File: src/rtl/nn_pkg.sv
// Shared widths, FIFO state encoding and the per-lane requantizer.
// Optional build macro: LEAKY_RELU_EN selects leaky ReLU with signed output.
package nn_pkg;

    localparam int HID_IN_W        = 5;
    localparam int HID_ACC_W       = 12;
    localparam int OUT_IN_W        = 12;
    localparam int OUT_ACC_W       = 17;
    localparam int WEIGHT_W        = 5;
    localparam int DEF_NUM_NEURONS = 4;

    // Lanes are carried sign-extended to a common width so one function
    // serves every layer width; callers keep the low OUT_W bits.
    typedef logic signed [31:0] lane_t;

    typedef enum logic [1:0] {
        FIFO_EMPTY = 2'd0,
        FIFO_ONE   = 2'd1,
        FIFO_TWO   = 2'd2
    } fifo_state_e;

`ifdef LEAKY_RELU_EN
    localparam bit LEAKY = 1'b1;
`else
    localparam bit LEAKY = 1'b0;
`endif

    function automatic lane_t requant(lane_t x, int shift, int out_w);
        lane_t v;
        lane_t r;
        lane_t hi;
        lane_t lo;
        if (x < 0) begin
            v = LEAKY ? (x >>> 3) : '0;
        end else begin
            v = x;
        end
        if (shift == 0) begin
            r = v;
        end else begin
            r = (v + (lane_t'(1) <<< (shift - 1))) >>> shift;
        end
        hi = (lane_t'(1) <<< (out_w - 1)) - lane_t'(1);
        lo = LEAKY ? -(lane_t'(1) <<< (out_w - 1)) : '0;
        if (r > hi) begin
            r = hi;
        end else if (r < lo) begin
            r = lo;
        end
        return r;
    endfunction

endpackage

File: src/rtl/relu_requant_stage_if.sv
// Neuron-result input and requantized valid/ready output of the stage.
// slave is the stage side; master is the neuron layer plus next layer.
interface relu_requant_stage_if
    import nn_pkg::*;
#(
    parameter int NUM_NEURONS = DEF_NUM_NEURONS,
    parameter int IN_W        = HID_ACC_W,
    parameter int OUT_W       = HID_IN_W
);

    logic                         in_valid;
    logic [NUM_NEURONS*IN_W-1:0]  in_data;
    logic                         out_valid;
    logic                         out_ready;
    logic [NUM_NEURONS*OUT_W-1:0] out_data;
    logic [1:0]                   fill_level;
    logic                         overflow;

    modport master (
        output in_valid,
        output in_data,
        output out_ready,
        input  out_valid,
        input  out_data,
        input  fill_level,
        input  overflow
    );

    modport slave (
        input  in_valid,
        input  in_data,
        input  out_ready,
        output out_valid,
        output out_data,
        output fill_level,
        output overflow
    );

endinterface

File: src/rtl/fifo2_buf.sv
// Two-entry synchronous FIFO; a push into a full FIFO without a pop is
// dropped and reported on drop, leaving the stored entries untouched.
module fifo2_buf
    import nn_pkg::*;
#(
    parameter int W = 8
) (
    input  logic         clk,
    input  logic         rst,
    input  logic         push,
    input  logic         pop,
    input  logic [W-1:0] din,
    output logic [W-1:0] dout,
    output logic         valid,
    output logic [1:0]   level,
    output logic         drop
);

    fifo_state_e  state_q;
    fifo_state_e  state_d;
    logic [W-1:0] head_q;
    logic [W-1:0] head_d;
    logic [W-1:0] tail_q;
    logic [W-1:0] tail_d;

    // Occupancy and storage registers.
    always_ff @(posedge clk) begin
        if (rst) begin
            state_q <= FIFO_EMPTY;
            head_q  <= '0;
            tail_q  <= '0;
        end else begin
            state_q <= state_d;
            head_q  <= head_d;
            tail_q  <= tail_d;
        end
    end

    // Next occupancy, entry movement and drop detection.
    always_comb begin
        state_d = state_q;
        head_d  = head_q;
        tail_d  = tail_q;
        drop    = 1'b0;
        unique case (state_q)
            FIFO_EMPTY: begin
                if (push) begin
                    head_d  = din;
                    state_d = FIFO_ONE;
                end
            end
            FIFO_ONE: begin
                if (push && pop) begin
                    head_d = din;
                end else if (push) begin
                    tail_d  = din;
                    state_d = FIFO_TWO;
                end else if (pop) begin
                    state_d = FIFO_EMPTY;
                end
            end
            FIFO_TWO: begin
                if (pop) begin
                    head_d  = tail_q;
                    state_d = FIFO_ONE;
                    if (push) begin
                        tail_d  = din;
                        state_d = FIFO_TWO;
                    end
                end else if (push) begin
                    drop = 1'b1;
                end
            end
            default: begin
                state_d = FIFO_EMPTY;
            end
        endcase
    end

    assign dout  = head_q;
    assign valid = (state_q != FIFO_EMPTY);
    assign level = state_q;

endmodule

File: src/rtl/relu_requant_stage.sv
// ReLU + round-half-up requantization of a neuron layer, buffered 2 deep.
// Optional build macro: LEAKY_RELU_EN (leaky ReLU, signed saturation).
module relu_requant_stage
    import nn_pkg::*;
#(
    parameter int NUM_NEURONS = DEF_NUM_NEURONS,
    parameter int IN_W        = HID_ACC_W,
    parameter int OUT_W       = HID_IN_W,
    parameter int SHIFT       = 6
) (
    input  logic                 clk,
    input  logic                 rst,
    relu_requant_stage_if.slave  bus
);

    logic [NUM_NEURONS*OUT_W-1:0] vec;
    logic                         drop;
    logic                         overflow_q;

    for (genvar k = 0; k < NUM_NEURONS; k++) begin : g_lane
        lane_t x;
        lane_t r;
        logic  unused_hi;
        assign x = lane_t'($signed(bus.in_data[k*IN_W +: IN_W]));
        assign r = requant(x, SHIFT, OUT_W);
        assign vec[k*OUT_W +: OUT_W] = r[OUT_W-1:0];
        assign unused_hi = ^r[31:OUT_W];
    end

    fifo2_buf #(
        .W (NUM_NEURONS*OUT_W)
    ) u_fifo (
        .clk   (clk),
        .rst   (rst),
        .push  (bus.in_valid),
        .pop   (bus.out_ready),
        .din   (vec),
        .dout  (bus.out_data),
        .valid (bus.out_valid),
        .level (bus.fill_level),
        .drop  (drop)
    );

    // Sticky drop flag; only reset clears it.
    always_ff @(posedge clk) begin
        if (rst) begin
            overflow_q <= 1'b0;
        end else if (drop) begin
            overflow_q <= 1'b1;
        end
    end

    assign bus.overflow = overflow_q;

endmodule

File: src/flat_wrapper.sv
// flat-port wrapper written by rule: the top's interface ports become plain ports
module relu_requant_stage_flat import nn_pkg::*;
#(
    parameter int NUM_NEURONS = DEF_NUM_NEURONS,
    parameter int IN_W        = HID_ACC_W,
    parameter int OUT_W       = HID_IN_W,
    parameter int SHIFT       = 6
)
  (clk, rst, bus_in_valid, bus_in_data, bus_out_ready, bus_out_valid, bus_out_data, bus_fill_level, bus_overflow);
  relu_requant_stage_if #(.NUM_NEURONS(NUM_NEURONS), .IN_W(IN_W), .OUT_W(OUT_W)) bus_i ();
  input  logic clk;
  input  logic rst;
  input wire logic [$bits(bus_i.in_valid)-1:0] bus_in_valid;
  input wire logic [$bits(bus_i.in_data)-1:0] bus_in_data;
  input wire logic [$bits(bus_i.out_ready)-1:0] bus_out_ready;
  output wire logic [$bits(bus_i.out_valid)-1:0] bus_out_valid;
  output wire logic [$bits(bus_i.out_data)-1:0] bus_out_data;
  output wire logic [$bits(bus_i.fill_level)-1:0] bus_fill_level;
  output wire logic [$bits(bus_i.overflow)-1:0] bus_overflow;
  assign bus_i.in_valid = bus_in_valid;
  assign bus_i.in_data = bus_in_data;
  assign bus_i.out_ready = bus_out_ready;
  assign bus_out_valid = bus_i.out_valid;
  assign bus_out_data = bus_i.out_data;
  assign bus_fill_level = bus_i.fill_level;
  assign bus_overflow = bus_i.overflow;
  relu_requant_stage #(.NUM_NEURONS(NUM_NEURONS), .IN_W(IN_W), .OUT_W(OUT_W), .SHIFT(SHIFT)) u_core (.clk(clk), .rst(rst), .bus(bus_i));
endmodule
File: config.mk
export PLATFORM = sky130hd
export DESIGN_NAME = relu_requant_stage_flat
export DESIGN_NICKNAME = d
export VERILOG_FILES = /design/src/rtl/nn_pkg.sv /design/src/rtl/relu_requant_stage_if.sv /design/src/rtl/fifo2_buf.sv /design/src/rtl/relu_requant_stage.sv /design/src/flat_wrapper.sv
export SDC_FILE = /design/constraint.sdc
export NUM_CORES = 1
export LEC_CHECK = 0
export ABC_AREA = 1
export ABC_CLOCK_PERIOD_IN_PS = 1300
export BUFFER_PORTS_ARGS = -buffer_cell sky130_fd_sc_hd__buf_2
export CORE_MARGIN = 3
export CORE_UTILIZATION = 45
export DETAILED_ROUTE_END_ITERATION = 8
export GPL_TIMING_DRIVEN = 0
export PLACE_DENSITY = 0.74
export SETUP_SLACK_MARGIN = 0.05
export SLEW_MARGIN = 5
export SYNTH_ARGS = -nofsm -noshare
export SYNTH_HDL_FRONTEND = slang
export SYNTH_SLANG_ARGS = --single-unit
File: constraint.sdc
create_clock -name clk -period 1.3 [get_ports clk]
set_clock_uncertainty 0.2 [all_clocks]
set_input_delay 0.13 -clock clk [delete_from_list [all_inputs] [get_ports clk]]
set_output_delay 0.13 -clock clk [all_outputs]
set_load 0.02 [all_outputs]
==> run_results.csv <==
group,metric,value,unit
routing,drtIter0Drc,164,
routing,dr.max_layer_used,"met4",
run_status,violations,"negative setup slack",
power,power_density,961,nW/µm²
cells_and_area,multiInputGateArea,1560,µm²
power,p_int,2300,µW
timing,finalHoldViolCount,0,
global_route,grt_pass1_wl,10100,µm
timing,period_needed,1550,ps
synthesis,syn_inst,368,
floorplanning,start_util,0.472,
cells_and_area,final_cell_mix,"75 x nand2_1, 53 x buf_2, 47 x inv_1, 43 x nor2_1, 41 x dfxtp_1",
synthesis,syn_area_per_cell,6.67,µm²
placement,dpl.cell_count,493,
routing,viasPerCell,5.19,
floorplanning,die_w,79.9,µm
cells_and_area,area_growth,44.6,%
floorplanning,dieArea,6380,µm²
critical_path,worstPathMaxFanout,8,
clocking,clock-sinks,43,
global_route,grt_max_degree,14,
clocking,clk_pin_slew,90,ps
floorplanning,ios,76,
global_route,antenna_found_initial,0,
synthesis,syn_area,2450,µm²
placement,gp_congestion,0.810,
clocking,numCtsBuffers,5,
synthesis,syn_nets,424,
synthesis,synth.area.top_cells,"dfxtp_1 35%, nand2_1 13%, inv_1 7.2%",
synthesis,synth_top_area_frac,0.351,
global_route,gr-total-overflow,0,
routing,ant_nets,0,
clocking,htree_levels,2,
global_route,grt_usage,0.197,
cells_and_area,seqCellArea,868,µm²
critical_path,required,1290,ps
routing,wl,7270,µm
timing,fin_ws,-253,ps
routing,m1WireLength,2970,µm
timing,slew_viol_final,0,
timing,hold_slack,75.7,ps
synthesis,ys_warn_count,0,
power,seqPwrFrac,0.431,
clocking,cts_tree,"built",
timing,fmax,644,MHz
power,p_switching,1110,µW
clocking,cts_root_buffer,"clkbuf_8",
global_route,grt_pass1_vias,2313,
routing,wl_per_cell,13.9,µm
cells_and_area,layout.cells.non_filler,523,
cells_and_area,diodes,0,
clocking,cts.path.max_buffers,2,
cells_and_area,nFillCells,406,
routing,dr_total_vias,2712,
synthesis,ys_seq_elements,43,
power,clockPowerShare,0.284,
cells_and_area,nNetsFinal,508,
power,sw_frac_of_total,0.326,
timing,rsz0062_at_grt,"true",
timing,worstMarginPinSlew,515,ps
floorplanning,rows,26,
cells_and_area,layout-drive-gt1-share,0.340,
routing,drc,0,
run_status,status,"complete, but fails checks",
synthesis,yosysTopAreaCell,"dfxtp_1",
power,power_leakage,0.00181,µW
critical_path,arrival,1540,ps
routing,dr.pass1.iters,4,
synthesis,synth_cell_types,27,
clocking,clk_latency,300,ps
placement,port_buffers,55,
power,peakVddDrop,0.478,mV
cells_and_area,final_common_cell,"nand2_1",
timing,setup_violations,43,
floorplanning,fp.dieH,79.9,µm
routing,met3_length,423,µm
floorplanning,core,5200,µm²
hold_path,min_path_type,"in2reg",
timing,slew_headroom,0.657,
routing,wl_met2,3680,µm
critical_path,cp-end-kind,"register",
critical_path,startpoint_type,"register",
placement,dp_hpwl,4330,µm
synthesis,yosysSeqAreaShare,0.351,
critical_path,path_class,"reg2reg",
job,max-cap-violations,0,
timing,final.period_utilization,1.19,
power,combPwrFrac,0.285,
-- timing repair --
item / CTS / global route
pin swaps: 6 / 14
setup endpoints to repair: 43 / 45
gates resized for setup: 26 / 81
hold buffers: 3 / 0
buffers inserted: 5 / 9
cloned: 1 / 4
endpoints found under the hold margin: 3 / 0
-- path summary, 6_finish.rpt --
| check | from | end | slack, ps | cells past startpoint |
|---|---|---|---|---|
| setup reg to reg | u_core.u_fifo.level[0] | u_core.u_fifo.dout[16] | -250 | 8 |
| hold reg to reg | u_core.u_fifo.tail_q[19] | u_core.u_fifo.dout[19] | 260 | 2 |
| setup / recovery | u_core.u_fifo.level[0] | u_core.u_fifo.dout[16] | -250 | 8 |
| hold / removal | bus_out_ready | u_core.u_fifo.dout[14] | 80 | 4 |
-- flip-flops by register name, indices dropped and copies added, names as in the netlist --
name and count:
u_core.u_fifo.dout 20, u_core.u_fifo.tail_q 20, u_core.u_fifo.level 2, u_core.bus.overflow 1
-- worst max-delay path: stages (launching register included) --
cell,delay (ps)
dfxtp_4,380
buf_12,130
nor2_8,100
buf_12,120
buf_8,110
clkinv_8,70
clkbuf_16,170
nand2_2,70
a21oi_1,70
-- kinds of logic after synthesis --
| group | after synthesis | share of synthesized area |
|---|---|---|
| xor gates and xnor gates | 4 | 0.0143 |
| and+or+nand+nor | 171 | 0.305 |
| DFF | 43 | 0.351 |
| adders and majority gates | 4 | 0.0204 |
| AOI/OAI and AO/OA | 80 | 0.193 |
| buffers and inverters | 66 | 0.117 |
-- stage by stage --
stage	setup WS [ps]	total power [µW]	setup TNS [ps]	utilization	area, µm²
3_3_place_gp	-262	2140	-7440	0.544	2830
5_1_grt	-284	3560	-9150	0.682	3550
4_1_cts	-171	3150	-5090	0.593	3080
3_5_place_dp	-290	2160	-8320	0.544	2830
6_report	-253	3410	-7090	0.682	3550
2_1_floorplan	-144	1930	-3390	-	2470
-- cell type report --
type                       instances  area share
tap                               70      0.0247
inverter                          54      0.0655
sequential                        43       0.245
buffer                            12      0.0345
clock buffer                       7      0.0271
clock inverter                     1     0.00211
multi-input combinational        259       0.440
timing repair buffer              77       0.161
-- routing by layer --
metal / global-route usage / vias to the layer above
li1: - / 1361
met1: 0.250 / 1241
met2: 0.343 / 88
met3: 0.0429 / 22
met4: 0.0422 / 0
met5: 0 / -
-- power groups by stage --
stage	sequential [µW]	clock, µW	combinational (µW)
6_report	1470	970	972
3_5_place_dp	1480	0	671
4_1_cts	1460	958	730
2_1_floorplan	1550	0	384
3_3_place_gp	1480	0	658
5_1_grt	1480	1020	1060
-- cell usage after synthesis (all sizes together) --
cell    number
buf          8
ha           4
o21a         8
nand4       16
dfxtp       43
xor2         4
clkbuf       4
nand2       90
clkinv       1
a21oi       35
nand3       18
o21ai       37
or2          1
nor2        46
inv         53
No activity file was read; power rests on OpenSTA's default activity.
